<file path="src/rtl/conv_adder_tree.sv">
// Channel-summing stage: adds NUM_CH signed products plus a per-map bias, saturates
// to DW bits with optional ReLU. Three registered stages plus a window-end marker.
module conv_adder_tree #(
  parameter int NUM_CH     = 18,
  parameter int DW         = 16,
  parameter int GROUP      = 3,
  parameter int NUM_BIAS   = 36,
  parameter int NUM_KERNEL = 25,
  localparam int BW = (NUM_BIAS > 1) ? $clog2(NUM_BIAS) : 1
) (
  input  logic                 clk_in,
  input  logic                 rst_n,
  input  logic [NUM_CH*DW-1:0] a_in,
  input  logic                 in_valid,
  input  logic [BW-1:0]        b_ind,
  input  logic                 relu_en,
  input  logic                 bias_we,
  input  logic [BW-1:0]        bias_addr,
  input  logic signed [DW-1:0] bias_data,
  input  logic                 last_ready,
  output logic signed [DW-1:0] add_out,
  output logic                 out_valid,
  output logic                 out_last,
  output logic                 ready
);

  localparam int NG    = (NUM_CH + GROUP - 1) / GROUP;
  localparam int GW    = DW + $clog2(GROUP) + 1;
  localparam int ACC_W = DW + $clog2(NUM_CH + 1) + 1;
  localparam int CW    = (NUM_KERNEL > 1) ? $clog2(NUM_KERNEL) : 1;
  localparam int PADW  = NG * GROUP * DW;

  localparam logic [BW:0]              NB      = (BW + 1)'(NUM_BIAS);
  localparam logic signed [ACC_W-1:0]  SAT_MAX = {{(ACC_W - DW + 1){1'b0}}, {(DW - 1){1'b1}}};
  localparam logic signed [ACC_W-1:0]  SAT_MIN = ~SAT_MAX;
  localparam logic [CW-1:0]            CNT_END = CW'(NUM_KERNEL - 1);

  logic [PADW-1:0]          w_a_pad;
  logic [NG*GW-1:0]         w_g_flat;
  logic [NG*GW-1:0]         r_g_flat;
  logic signed [DW-1:0]     r_bias_mem [NUM_BIAS];
  logic signed [DW-1:0]     w_bias_rd;
  logic signed [DW-1:0]     r_bias;
  logic signed [ACC_W-1:0]  w_acc;
  logic signed [ACC_W-1:0]  r_acc;
  logic signed [DW-1:0]     w_sat;
  logic                     r_v1;
  logic                     r_v2;
  logic [CW-1:0]            r_cnt;
  logic [2:0]               r_rdy;

  // Channels beyond NUM_CH in the last group read as zero.
  always_comb begin
    w_a_pad = '0;
    w_a_pad[NUM_CH*DW-1:0] = a_in;
  end

  genvar gi;
  generate
    for (gi = 0; gi < NG; gi++) begin : g_grp
      logic signed [GW-1:0] w_sum;
      always_comb begin
        w_sum = '0;
        for (int j = 0; j < GROUP; j++) begin
          w_sum = w_sum + GW'($signed(w_a_pad[(gi*GROUP + j)*DW +: DW]));
        end
      end
      assign w_g_flat[gi*GW +: GW] = w_sum;
    end
  endgenerate

  assign w_bias_rd = ({1'b0, b_ind} < NB) ? r_bias_mem[b_ind] : '0;

  always_comb begin
    w_acc = ACC_W'(r_bias);
    for (int i = 0; i < NG; i++) begin
      w_acc = w_acc + ACC_W'($signed(r_g_flat[i*GW +: GW]));
    end
  end

  always_comb begin
    if (r_acc > SAT_MAX) begin
      w_sat = SAT_MAX[DW-1:0];
    end else if (r_acc < SAT_MIN) begin
      w_sat = SAT_MIN[DW-1:0];
    end else begin
      w_sat = r_acc[DW-1:0];
    end
    if (relu_en && w_sat[DW-1]) begin
      w_sat = '0;
    end
  end

  // A write only lands at the edge, so a same-cycle read in stage 1 sees the old value.
  always_ff @(posedge clk_in) begin
    if (!rst_n) begin
      for (int k = 0; k < NUM_BIAS; k++) begin
        r_bias_mem[k] <= '0;
      end
    end else if (bias_we && ({1'b0, bias_addr} < NB)) begin
      r_bias_mem[bias_addr] <= bias_data;
    end
  end

  always_ff @(posedge clk_in) begin
    if (in_valid) begin
      r_g_flat <= w_g_flat;
      r_bias   <= w_bias_rd;
    end
    if (r_v1) begin
      r_acc <= w_acc;
    end
  end

  always_ff @(posedge clk_in) begin
    if (!rst_n) begin
      r_v1      <= 1'b0;
      r_v2      <= 1'b0;
      out_valid <= 1'b0;
      out_last  <= 1'b0;
      add_out   <= '0;
      r_cnt     <= '0;
    end else begin
      r_v1      <= in_valid;
      r_v2      <= r_v1;
      out_valid <= r_v2;
      out_last  <= r_v2 && (r_cnt == CNT_END);
      if (r_v2) begin
        add_out <= w_sat;
        r_cnt   <= (r_cnt == CNT_END) ? '0 : r_cnt + 1'b1;
      end
    end
  end

  always_ff @(posedge clk_in) begin
    if (!rst_n) begin
      r_rdy <= '1;
    end else begin
      r_rdy <= {r_rdy[1:0], last_ready};
    end
  end

  assign ready = r_rdy[2];

endmodule
</file>
<file path="config.mk">
export PLATFORM = sky130hd
export DESIGN_NAME = conv_adder_tree
export DESIGN_NICKNAME = d
export VERILOG_FILES = /design/src/rtl/conv_adder_tree.sv
export SDC_FILE = /design/constraint.sdc
export NUM_CORES = 2
export LEC_CHECK = 0
export ABC_AREA = 1
export ABC_CLOCK_PERIOD_IN_PS = 5700
export CORE_MARGIN = 8
export CORE_UTILIZATION = 45
export DETAILED_ROUTE_END_ITERATION = 10
export GPL_TIMING_DRIVEN = 0
export PLACE_DENSITY = 0.64
export SLEW_MARGIN = 20
export SYNTH_ARGS = -nofsm -noshare
export SYNTH_HDL_FRONTEND = slang
export SYNTH_SLANG_ARGS = --single-unit
</file>
<file path="constraint.sdc">
create_clock -name clk_in -period 5.7 [get_ports clk_in]
set_clock_uncertainty 0.2 [all_clocks]
set_input_delay 1.14 -clock clk_in [delete_from_list [all_inputs] [get_ports clk_in]]
set_output_delay 1.14 -clock clk_in [all_outputs]
set_load 0.02 [all_outputs]
</file>
==> results.json <==
{
  "cts_hold_buf": 0,
  "grt_pass1_vias": 33747,
  "grt_pass1_wl_um": 217000,
  "final_common_cell": "nand2_1",
  "worstSetupPathType": "reg2reg",
  "placementRows": 113,
  "coreArea_mm2": 0.0949,
  "startpoint_type": "flip-flop",
  "grt.overflow.total": 0,
  "crit_fanout": 4,
  "synth_seq_area_share_pct": 51.7,
  "startpoint": "r_g_flat[58]$_DFFE_PP_",
  "drtPass1Iterations": 6,
  "wire_per_inst_um": 23.1,
  "place_congestion": 1.00,
  "ctsResizeCount": 0,
  "hp-start": "r_rdy[0]$_SDFF_PN1_",
  "whs_ns": 0.209,
  "cts_sinks": 750,
  "clkTransAtPathRegs_ns": 0.06,
  "critPathSlowestCell": "fa_1",
  "cp-end-kind": "flip-flop",
  "yosys_warnings": 0,
  "drtIter0Drc": 4673,
  "ant_nets": 0,
  "track_usage_pct": 27.4,
  "r2r_end": "r_acc[11]$_DFFE_PP_",
  "layoutNonFillerInstCount": 6486,
  "setup_viol": 0,
  "hpwl_um": 114000,
  "start_util_pct": 45.4,
  "dieArea_mm2": 0.106,
  "hold_class": "reg2reg",
  "syn_inst": 4728,
  "cp_cell_sequence": "fa_1 > inv_1 > fa_1 > fa_1 > inv_1 > ha_1 > ha_1 > inv_1 > fa_1 > nor2_1 > nor2_1 > o21ai_0 > nand2_1 > nand2_1 > xor2_1",
  "grt_max_degree": 79,
  "drc_errors": 0,
  "arrival_ns": 4.89,
  "antenna_found_initial": 5,
  "yosysTopAreaCellShare_pct": 50.4,
  "yosys.area.top_type": "edfxtp_1",
  "status": "finished clean",
  "finalWirelength_um": 150000,
  "cp.required_ns": 5.93,
  "ys_seq_elements": 750,
  "clk-insertion-delay-late_ns": 0.68,
  "synth.distinct_cells": 36,
  "num-fill-cells": 8667,
  "tightest_slew_ns": 1.27,
  "synth_nets": 5366,
  "cts_tree": "yes",
  "syn_to_final_growth_pct": 17.9,
  "critPathBufInv": 3,
  "layout_common_cells": "1,087 x nand2_1, 797 x nor2_1, 722 x edfxtp_1",
  "final_nets": 5789,
  "p_leak_nw": 22.0,
  "post_cts_buffers": 0,
  "hold_violations": 0,
  "min_period_over_period_pct": 81.7,
  "io-pin-count": 341,
  "met1_length_um": 59000,
  "syn_avg_cell_area_um2": 9.10,
  "viasPerCell": 5.42,
  "slew_headroom_pct": 15.5,
  "cts_made_buffers": 84,
  "met2_length_um": 67000,
  "fmax_mhz": 215,
  "synthTopCellsByArea": "edfxtp_1 50%, nand2_1 9.5%, fa_1 9.1%, nor2_1 7.0%, inv_1 5.4%",
  "r2r-start": "r_g_flat[58]$_DFFE_PP_",
  "met3WireLength_um": 16000,
  "irDropWorstVdd_mv": 1.11,
  "clock_path_buffers": 3,
  "die_w_um": 325,
  "vias": 35157,
  "drive_gt1_share_pct": 3.89,
  "setup_slack_ns": 1.04,
  "top_layer_used": "met4",
  "slowest_delay_ns": 0.57,
  "period_minus_slack_ns": 4.66,
  "dp_cells": 6330,
  "dieHeight_um": 325,
  "clock-root-buffer": "clkbuf_16",
  "ff2ff_path_depth": 15,
  "io_buffers": 335,
  "htreeDepth": 3,
  "crit_top_cell": "fa_1",
  "rsz0062_at_grt": "no",
  "hold_end": "r_rdy[1]$_SDFF_PN1_",
  "cp_top_family": "adder cells",
  "r2r_slack_ns": 1.04,
  "finalPower_w": 0.0294,
  "hold_path_depth": 1,
  "max_cap_violations": 0,
  "dpl_worst_slack_ns": 0.583,
  "maxSlewViolCount": 0,
  "syn-cell-area_mm2": 0.0430,
  "cellPowerDensity_mw_per_mm2": 579
}
## sequential cells by signal, summed over array words and instances (netlist names)
signal	count
r_cnt	5
r_g_flat	108
r_bias	16
r_acc	22
out_last	1
r_bias_mem	576
r_v1	1
out_valid	1
add_out	16
r_rdy	3
r_v2	1
## how the worst max path moves through the flow
stage	to	slack (ns)	cells past startpoint
2_1_floorplan	r_acc[15]$_DFFE_PP_	1.62	15
3_3_place_gp	r_g_flat[15]$_DFFE_PP_	-0.82	1
3_5_place_dp	r_bias_mem[31][0]$_SDFFCE_PN0P_	0.58	9
4_1_cts	r_acc[11]$_DFFE_PP_	1.11	15
5_1_grt	r_acc[11]$_DFFE_PP_	0.92	15
6_report	r_acc[11]$_DFFE_PP_	1.04	15
## cells by family (layout without fill, tap and decap cells)
group / Yosys count / in the layout / synth area share [%]
AO/OA/AOI/OAI: 379 / 379 / 4.56
XOR/XNOR: 68 / 68 / 1.38
adder cells (fa/ha/maj): 316 / 316 / 12.6
buffers and inverters: 855 / 1343 / 7.63
flip-flops: 750 / 750 / 51.7
other: 0 / 5 / 0
AND/OR/NAND/NOR: 2360 / 2360 / 22.2
## area by class of cell
type	count	area, µm²	share of cell area, %
inverters	645	2420	4.77
flip-flops and latches	750	22200	43.8
clock buffers	102	2230	4.40
well taps	1265	1580	3.12
repair buffers	337	3400	6.70
plain buffers	210	862	1.70
clock inverters	49	457	0.900
multi-input cells	3123	17500	34.5
diodes	5	12.5	0.0247
## power by group
group	switching (W)	internal (W)
sequential	0.000169	0.00731
combinational	0.0109	0.00561
clock	0.00236	0.00305
## worst register-to-register path, cell delays in order, from the launching register on
cell	delay [ns]
edfxtp_1	0.39
fa_1	0.57
inv_1	0.07
fa_1	0.49
fa_1	0.50
inv_1	0.05
ha_1	0.27
ha_1	0.22
inv_1	0.08
fa_1	0.49
nor2_1	0.13
nor2_1	0.11
o21ai_0	0.40
nand2_1	0.09
nand2_1	0.09
xor2_1	0.31
## metrics by stage
step                      util, %  cell area, µm²  setup TNS [ns]
after floorplan                 -           43000               0
after global placement       50.6           48000          -98.78
after detailed placement     50.6           48000               0
after CTS                    53.5           50700               0
after global routing         53.5           50700               0
final                        53.5           50700               0
## per-layer routing
metal	GRT usage, %	vias up
met3	5.60	374
met4	12.5	0
met5	0	-
met1	36.7	16752
met2	42.9	1982
li1	-	16049
## synthesized netlist by cell type, drive strengths merged
library cell and instances:
clkbuf 152, nand3 410, buf 58, clkinv 22, a21o 4, nand2 1105, o31ai 1, xor2 59
and3 2, ha 121, xnor2 9, o21ai 157, nand4 13, o21bai 7, inv 623, or2 5
nor3 19, nand3b 2, edfxtp 722, o22ai 16, a21boi 1, a21oi 189, o21a 4, nor4 4
dfxtp 28, nor2 800, fa 195
(Power assumes the default switching activity.)
